[config.mk]
export PLATFORM = sky130hd
export DESIGN_NAME = seg7_frame_decoder
export DESIGN_NICKNAME = d
export VERILOG_FILES = /design/src/rtl/seg7_frame_decoder.sv
export SDC_FILE = /design/constraint.sdc
export NUM_CORES = 1
export LEC_CHECK = 0
export CORE_UTILIZATION = 57
export DETAILED_ROUTE_END_ITERATION = 8
export PLACE_DENSITY = 0.88
export SLEW_MARGIN = 20
export SYNTH_ARGS = -nofsm -noshare
export SYNTH_HDL_FRONTEND = slang
export SYNTH_SLANG_ARGS = --single-unit
[constraint.sdc]
create_clock -name clk -period 3.15 [get_ports clk]
set_clock_uncertainty 0.15 [all_clocks]
set_input_delay 0.63 -clock clk [delete_from_list [all_inputs] [get_ports clk]]
set_output_delay 0.63 -clock clk [all_outputs]
set_load 0.03 [all_outputs]
[src/rtl/seg7_frame_decoder.sv]
// seg7_frame_decoder
//
// Loopback monitor for a multiplexed 4-digit, active-low 7-segment display.
// It watches the same an/seg lines that drive the board, waits for each digit
// to dwell long enough to be trusted (rejecting mux-transition ghosts), decodes
// the glyph back to a hex nibble, and reports every complete 4-digit frame.
//
// Ports:
//   clk          system clock, all logic on the rising edge
//   reset        synchronous, active-high reset
//   an[3:0]      active-low digit enables, an[k]=0 selects digit k (0 = LSD)
//   seg[6:0]     active-low segments, bit0=a ... bit6=g
//   frame_value  last completed frame, digit k in bits [4k+3:4k]
//   frame_valid  one-cycle pulse when frame_value updates
//   bad_seg      one-cycle pulse when a captured pattern is not a hex glyph
//
// Handshake: there is none on the input side; an/seg are free-running display
// lines. frame_valid and bad_seg are single-cycle strobes with no ready; a
// consumer that misses a strobe simply misses that event.

module seg7_frame_decoder #(
    parameter int STABLE_CYCLES = 4
) (
    input  logic        clk,
    input  logic        reset,
    input  logic [3:0]  an,
    input  logic [6:0]  seg,
    output logic [15:0] frame_value,
    output logic        frame_valid,
    output logic        bad_seg
);

    localparam logic [7:0] STABLE = 8'(STABLE_CYCLES);

    // Input stage and the previous-cycle copy used for the dwell compare.
    logic [3:0]  s_an;
    logic [6:0]  s_seg;
    logic [3:0]  p_an;
    logic [6:0]  p_seg;
    logic [7:0]  dwell_cnt;

    // Partial-frame state.
    logic [3:0]  seen;
    logic [15:0] nibbles;

    // Next-state signals.
    logic [7:0]  dwell_next;
    logic [3:0]  seen_next;
    logic [15:0] nibbles_next;
    logic [15:0] frame_next;
    logic        frame_valid_next;
    logic        bad_seg_next;

    logic        same;
    logic        fire;
    logic        sel_ok;
    logic [1:0]  sel_idx;
    logic        glyph_ok;
    logic [3:0]  glyph_val;

    // Decode an active-low segment pattern; bit 4 of the result flags a legal glyph.
    function automatic logic [4:0] decode_glyph(input logic [6:0] pattern);
        logic [4:0] r;
        case (pattern)
            7'b1000000: r = {1'b1, 4'h0};
            7'b1111001: r = {1'b1, 4'h1};
            7'b0100100: r = {1'b1, 4'h2};
            7'b0110000: r = {1'b1, 4'h3};
            7'b0011001: r = {1'b1, 4'h4};
            7'b0010010: r = {1'b1, 4'h5};
            7'b0000010: r = {1'b1, 4'h6};
            7'b1111000: r = {1'b1, 4'h7};
            7'b0000000: r = {1'b1, 4'h8};
            7'b0010000: r = {1'b1, 4'h9};
            7'b0001000: r = {1'b1, 4'hA};
            7'b0000011: r = {1'b1, 4'hB};
            7'b1000110: r = {1'b1, 4'hC};
            7'b0100001: r = {1'b1, 4'hD};
            7'b0000110: r = {1'b1, 4'hE};
            7'b0001110: r = {1'b1, 4'hF};
            default:    r = {1'b0, 4'h0};
        endcase
        return r;
    endfunction

    // Only a single active anode identifies a digit; blank or overlapping
    // enables are ignored entirely.
    always_comb begin
        sel_ok  = 1'b1;
        sel_idx = 2'd0;
        case (s_an)
            4'b1110: sel_idx = 2'd0;
            4'b1101: sel_idx = 2'd1;
            4'b1011: sel_idx = 2'd2;
            4'b0111: sel_idx = 2'd3;
            default: sel_ok  = 1'b0;
        endcase
    end

    assign {glyph_ok, glyph_val} = decode_glyph(s_seg);

    assign same = (s_an == p_an) && (s_seg == p_seg);

    // Fires only on the step into STABLE; a saturated counter stays put and
    // therefore cannot fire again for the same dwell.
    assign fire = same && (dwell_cnt == STABLE - 8'd1);

    always_comb begin
        dwell_next       = 8'd1;
        seen_next        = seen;
        nibbles_next     = nibbles;
        frame_next       = frame_value;
        frame_valid_next = 1'b0;
        bad_seg_next     = 1'b0;

        if (same) begin
            dwell_next = (dwell_cnt == STABLE) ? dwell_cnt : dwell_cnt + 8'd1;
        end

        if (fire && sel_ok) begin
            if (glyph_ok) begin
                nibbles_next[{sel_idx, 2'b00} +: 4] = glyph_val;
                seen_next = seen | (4'b0001 << sel_idx);
                // The frame includes the nibble captured on this very edge.
                if (seen_next == 4'hF) begin
                    frame_next       = nibbles_next;
                    frame_valid_next = 1'b1;
                    seen_next        = 4'h0;
                end
            end else begin
                // Corrupt digit: force it to be resent before the frame can close.
                bad_seg_next = 1'b1;
                seen_next    = seen & ~(4'b0001 << sel_idx);
            end
        end
    end

    always_ff @(posedge clk) begin
        if (reset) begin
            s_an        <= 4'hF;
            s_seg       <= 7'h7F;
            p_an        <= 4'hF;
            p_seg       <= 7'h7F;
            dwell_cnt   <= 8'd0;
            seen        <= 4'h0;
            nibbles     <= 16'h0000;
            frame_value <= 16'h0000;
            frame_valid <= 1'b0;
            bad_seg     <= 1'b0;
        end else begin
            s_an        <= an;
            s_seg       <= seg;
            p_an        <= s_an;
            p_seg       <= s_seg;
            dwell_cnt   <= dwell_next;
            seen        <= seen_next;
            nibbles     <= nibbles_next;
            frame_value <= frame_next;
            frame_valid <= frame_valid_next;
            bad_seg     <= bad_seg_next;
        end
    end

endmodule

Word-level counts from Yosys, hierarchy flattened --
Cells that the tools add are included.
Word-level totals: bits in registers 68, output and inout bits 18, logic and storage cells 67
Operators by class: add/subtract/negate cells 2, equal/unequal tests 25, shift operators 3, mux-type cells 10, bitwise gates (word level) 6, reduce and logical (&&, ||, !) cells 10
Operators by type and width (number):
- $pmux W5 S16 | 1
- $eq A7 B7 Y1 const B | 4
- $eq A7 B5 Y1 const B | 3
- $eq A7 B6 Y1 const B | 3
- $bwmux W16 | 1
- $eq A4 B4 Y1 const B | 4
- $shift A4 B6 Y16 const A | 1
- $shiftx A4 B6 Y16 | 1
- $eq A7 B2 Y1 const B | 2
- $eq A7 B4 Y1 const B | 2
- $add A8 B1 Y8 const B | 1
- $eq A8 B2 Y1 const B | 1
- $eq A8 B3 Y1 const B | 1
- $mux W4 | 2
- $eq A7 B3 Y1 const B | 1
- $eq A7 B7 Y1 | 1
- $logic_not A7 Y1 | 1
- $neg A4 Y6 | 1
- $pmux W2 S3 | 1
- $mux W1 | 5
- $and A4 B4 Y4 | 1
- $eq A4 B3 Y1 const B | 1
- $eq A4 B4 Y1 | 1
- $not A4 Y4 | 1
- 10 further kinds | 15

Logic depth before layout (Yosys ltp) --
word-level depth 7, mapped depth 12, gate-level depth less buffers 9

Least setup slack after synthesis --
OpenSTA, ideal clock, no wires.
path kind reg-to-reg, start point reg s_an[3], end point reg frame_value[10], arrival 2.427 ns, data required time 2.869 ns, path slack 0.442 ns, cell stages (with the launch flop) 13, path through dfxtp_1 > buf_2 > xor2_1 > nand3_1 > inv_1 > ha_1 > o22ai_1 > or2_2 > or3_1 > buf_6 > clkbuf_1 > o21ai_0 > o41ai_1
Between the ends: cells in the longest elaborated chain, start to end 6, elaborated cells between the ends (all ways) 19, those cells by class add/sub (1); eq/ne (6); shift (3); mux (3); bitwise (1); reduce/logical (5)
Ends and longest elaborated chain:
- from (decl) | RTL line 36 | logic [3:0] s_an;
- from (signal assigned) | RTL line 151 | s_an <= an;
- parallel branches: the longest is 6 deep, another holds $neg A4 Y6
- to (signal assigned) | RTL line 158 | frame_value <= frame_next;
- to (decl) | RTL line 28 | output logic [15:0] frame_value,
Several ways; the timed one is not identified. A chain may end at the register's enable or synchronous reset.

Final worst setup path --
start point reg s_an[3], end point reg frame_value[2]
Same word-level chain as after synthesis.

==> results.py <==
metrics = {
    "outcome": {
        "status": "finished, final reports clean",
    },
    "logic_synthesis": {
        "ys_warn_count": 0,
        "synth-adder-area-share_pct": 3.646,
        "synth_mux_area_share_pct": 1.641,
        "synthFlopType": "dfxtp_1",
        "ys_ff_latch": 68,
        "netlist_area_um2": 3432,
        "synth_fp_nets": 402,
        "synthArstFlopShare_pct": 0,
        "synthSimpleGateAreaFrac_pct": 25.05,
        "synth_compound_area_share_pct": 18.81,
        "syn_avg_cell_area_um2": 9.056,
        "synth_edf_count": 0,
        "syn_inst": 379,
        "synth_top_family_by_area": "simple AND/OR/NAND/NOR gates",
        "synth.distinct_cells": 51,
        "synth_seq_area_share_pct": 39.66,
        "synthXorXnorAreaFrac_pct": 5.359,
    },
    "power_and_ir_drop": {
        "ir_worst_vdd_mv": 0.3186,
        "p_leak_nw": 1.473,
        "power_density_nw_per_um2": 457.5,
    },
    "timing": {
        "max_slew_margin_pct": 61.46,
        "period_minus_slack_ps": 2823,
        "slew_violations": 0,
        "min_period_over_period_pct": 89.61,
        "finalHoldViolCount": 0,
        "fin_setup_tns_ps": 0,
        "max_freq_mhz": 354.3,
        "tightest_slew_ps": 578.1,
        "setup_viol": 0,
        "rsz0062_at_grt": "no",
        "holdWs_ps": 307.4,
    },
    "worst_setup_path": {
        "crit_type": "flop to flop",
        "end_kind": "flop",
        "crit_path_max_fanout": 28,
        "worstPathArrival_ps": 2890,
        "cp.required_ps": 3210,
        "start_kind": "flop",
    },
    "routing": {
        "drtIter0Drc": 215,
        "antenna_left": 0,
        "wl_per_cell_um": 15.14,
        "routed_wl_um": 7299,
        "via_per_inst": 5.753,
        "drc": 0,
        "firstDrtPassIters": 4,
        "num_vias": 2773,
    },
    "place": {
        "place.gp.congestion": 0.8663,
        "hpwl_um": 5008,
        "io_buffers": 30,
    },
    "cells_and_area": {
        "antenna_cells": 0,
        "final_nets": 428,
        "area_growth_pct": 16.11,
        "final_util_pct": 70.64,
        "drive_gt1_share_pct": 16.10,
    },
    "floorplanning": {
        "start_util_pct": 60.83,
        "num_rows": 27,
        "die_area_um2": 6335,
        "core_um2": 5642,
        "fp.dieW_um": 79.60,
        "dieHeight_um": 79.60,
        "io_pins": 31,
    },
    "clocking": {
        "clock_latency_ps": 340,
        "ctsRootBufferMaster": "clkbuf_8",
        "ctsResizeCount": 0,
        "clockBufferDepth": 2,
        "ctsHtreeMaxLevel": 3,
        "clkSinkCount": 68,
        "numCtsBuffers": 9,
        "cts_tree": "built",
        "post_cts_buffers": 0,
        "path_clk_slew_ps": 70,
        "cts_hold_buf": 0,
    },
    "global_route": {
        "grt_pass1_wl_um": 12190,
        "grt_pass1_vias": 2499,
        "antenna_found_initial": 0,
        "grt.overflow.total": 0,
        "grt.total_usage_pct": 25.40,
        "grt_start_max_net_pins": 37,
    },
    "min_path": {
        "worstHoldPathType": "flop to flop",
    },
    "run": {
        "maxCapViolCount": 0,
    },
}
[metal layers]
layer	up-vias	GRT usage (%)	wire length (µm)
met5	-	0	0
met4	0	12.91	179
li1	1384	-	-
met1	1281	33.64	3430
met3	18	6.286	401
met2	90	38.03	3288
[cell usage in the layout (no fill, tap or decap), types with 9 or more instances in the layout]
master,count
a21oi_1,17
buf_4,13
clkbuf_8,10
clkdlybuf4s50_1,29
dfxtp_1,68
ha_1,10
inv_1,13
nand3_1,9
nor2_1,23
nor2b_1,36
o21ai_0,21
o2bb2ai_1,9
o41ai_1,12
or2_2,24
xor2_1,18
[report_power, final]
group          internal (W)  switching [W]
Combinational     0.0000672      0.0000828
Clock              0.000463       0.000317
Sequential         0.000874      0.0000195
Total               0.00140       0.000419
[cells in the mapped netlist, types with 4 or more instances]
cell,instances,share of area (%)
a21oi_1,17,2.5
a22o_1,7,1.8
a31oi_1,4,0.73
and3_1,5,0.91
buf_2,10,1.5
buf_6,4,1.3
clkbuf_1,11,1.2
dfxtp_1,68,40
ha_1,10,3.6
inv_1,13,1.4
nand2_1,7,0.77
nand2b_1,6,1.1
nand3_1,9,1.3
nor2_1,23,2.5
nor2b_1,36,6.6
nor3_1,8,1.2
nor3b_1,7,1.5
o21ai_0,21,3.1
o21ai_1,4,0.58
o2bb2ai_1,9,2.3
o41ai_1,12,3.1
or2_2,24,4.4
xor2_1,18,4.6
[state kept, by name, indices dropped and copies added, names as in the netlist]
signal       count
frame_value     16
seen             4
nibbles         16
frame_valid      1
dwell_cnt        8
s_an             4
s_seg            7
bad_seg          1
p_an             4
p_seg            7
[cell type report]
type                    count  area (µm²)
clock buffers              11       141.4
clock inverters             5       75.07
fillers                   401        1657
inverters                  13       48.80
multi-input cells         270        1876
flip-flops and latches     68        1361
well taps                  72       90.09
repair buffers             43       392.9
[final timing paths]
kind | to | from | cells after the start | slack, ps
hold reg to reg | nibbles[12]$_SDFFE_PP0N_ | nibbles[12]$_SDFFE_PP0N_ | 1 | 310
setup / recovery | frame_value[2]$_SDFFE_PP0P_ | s_an[3]$_SDFF_PP1_ | 10 | 330
setup reg to reg | frame_value[2]$_SDFFE_PP0P_ | s_an[3]$_SDFF_PP1_ | 10 | 330
hold / removal | nibbles[12]$_SDFFE_PP0N_ | nibbles[12]$_SDFFE_PP0N_ | 1 | 310
[per-stage QoR]
| step | std cells | total power (W) | area (µm²) | worst slack, ps |
|---|---|---|---|---|
| after detailed placement | 466 | 0.001058 | 3769 | 335.4 |
| after floorplan | 379 | 0.001012 | 3432 | 442.0 |
| final | 482 | 0.001823 | 3985 | 327.2 |
| after CTS | 482 | 0.001838 | 3985 | 328.0 |
| after global placement | 466 | 0.001053 | 3769 | 459.4 |
| after global routing | 482 | 0.001892 | 3985 | 29.69 |
[cells by family (layout without fill, tap and decap cells)]
logic type	count (synthesis)	after routing
compound gates	90	90
xor+xnor	21	21
fa+ha+maj	10	10
buf+inv	41	72
flops	68	68
mux	5	5
simple gates	144	144
[critical path: stages, from the launching register on]
cell and delay (ps):
dfxtp_1 450, xor2_1 160, nand3_1 180, inv_1 210, ha_1 240, o22ai_1 120, or2_2 310, or3_1 340
buf_4 220, o21ai_0 210, o41ai_1 100
No activity file was read; power rests on OpenSTA's default activity.
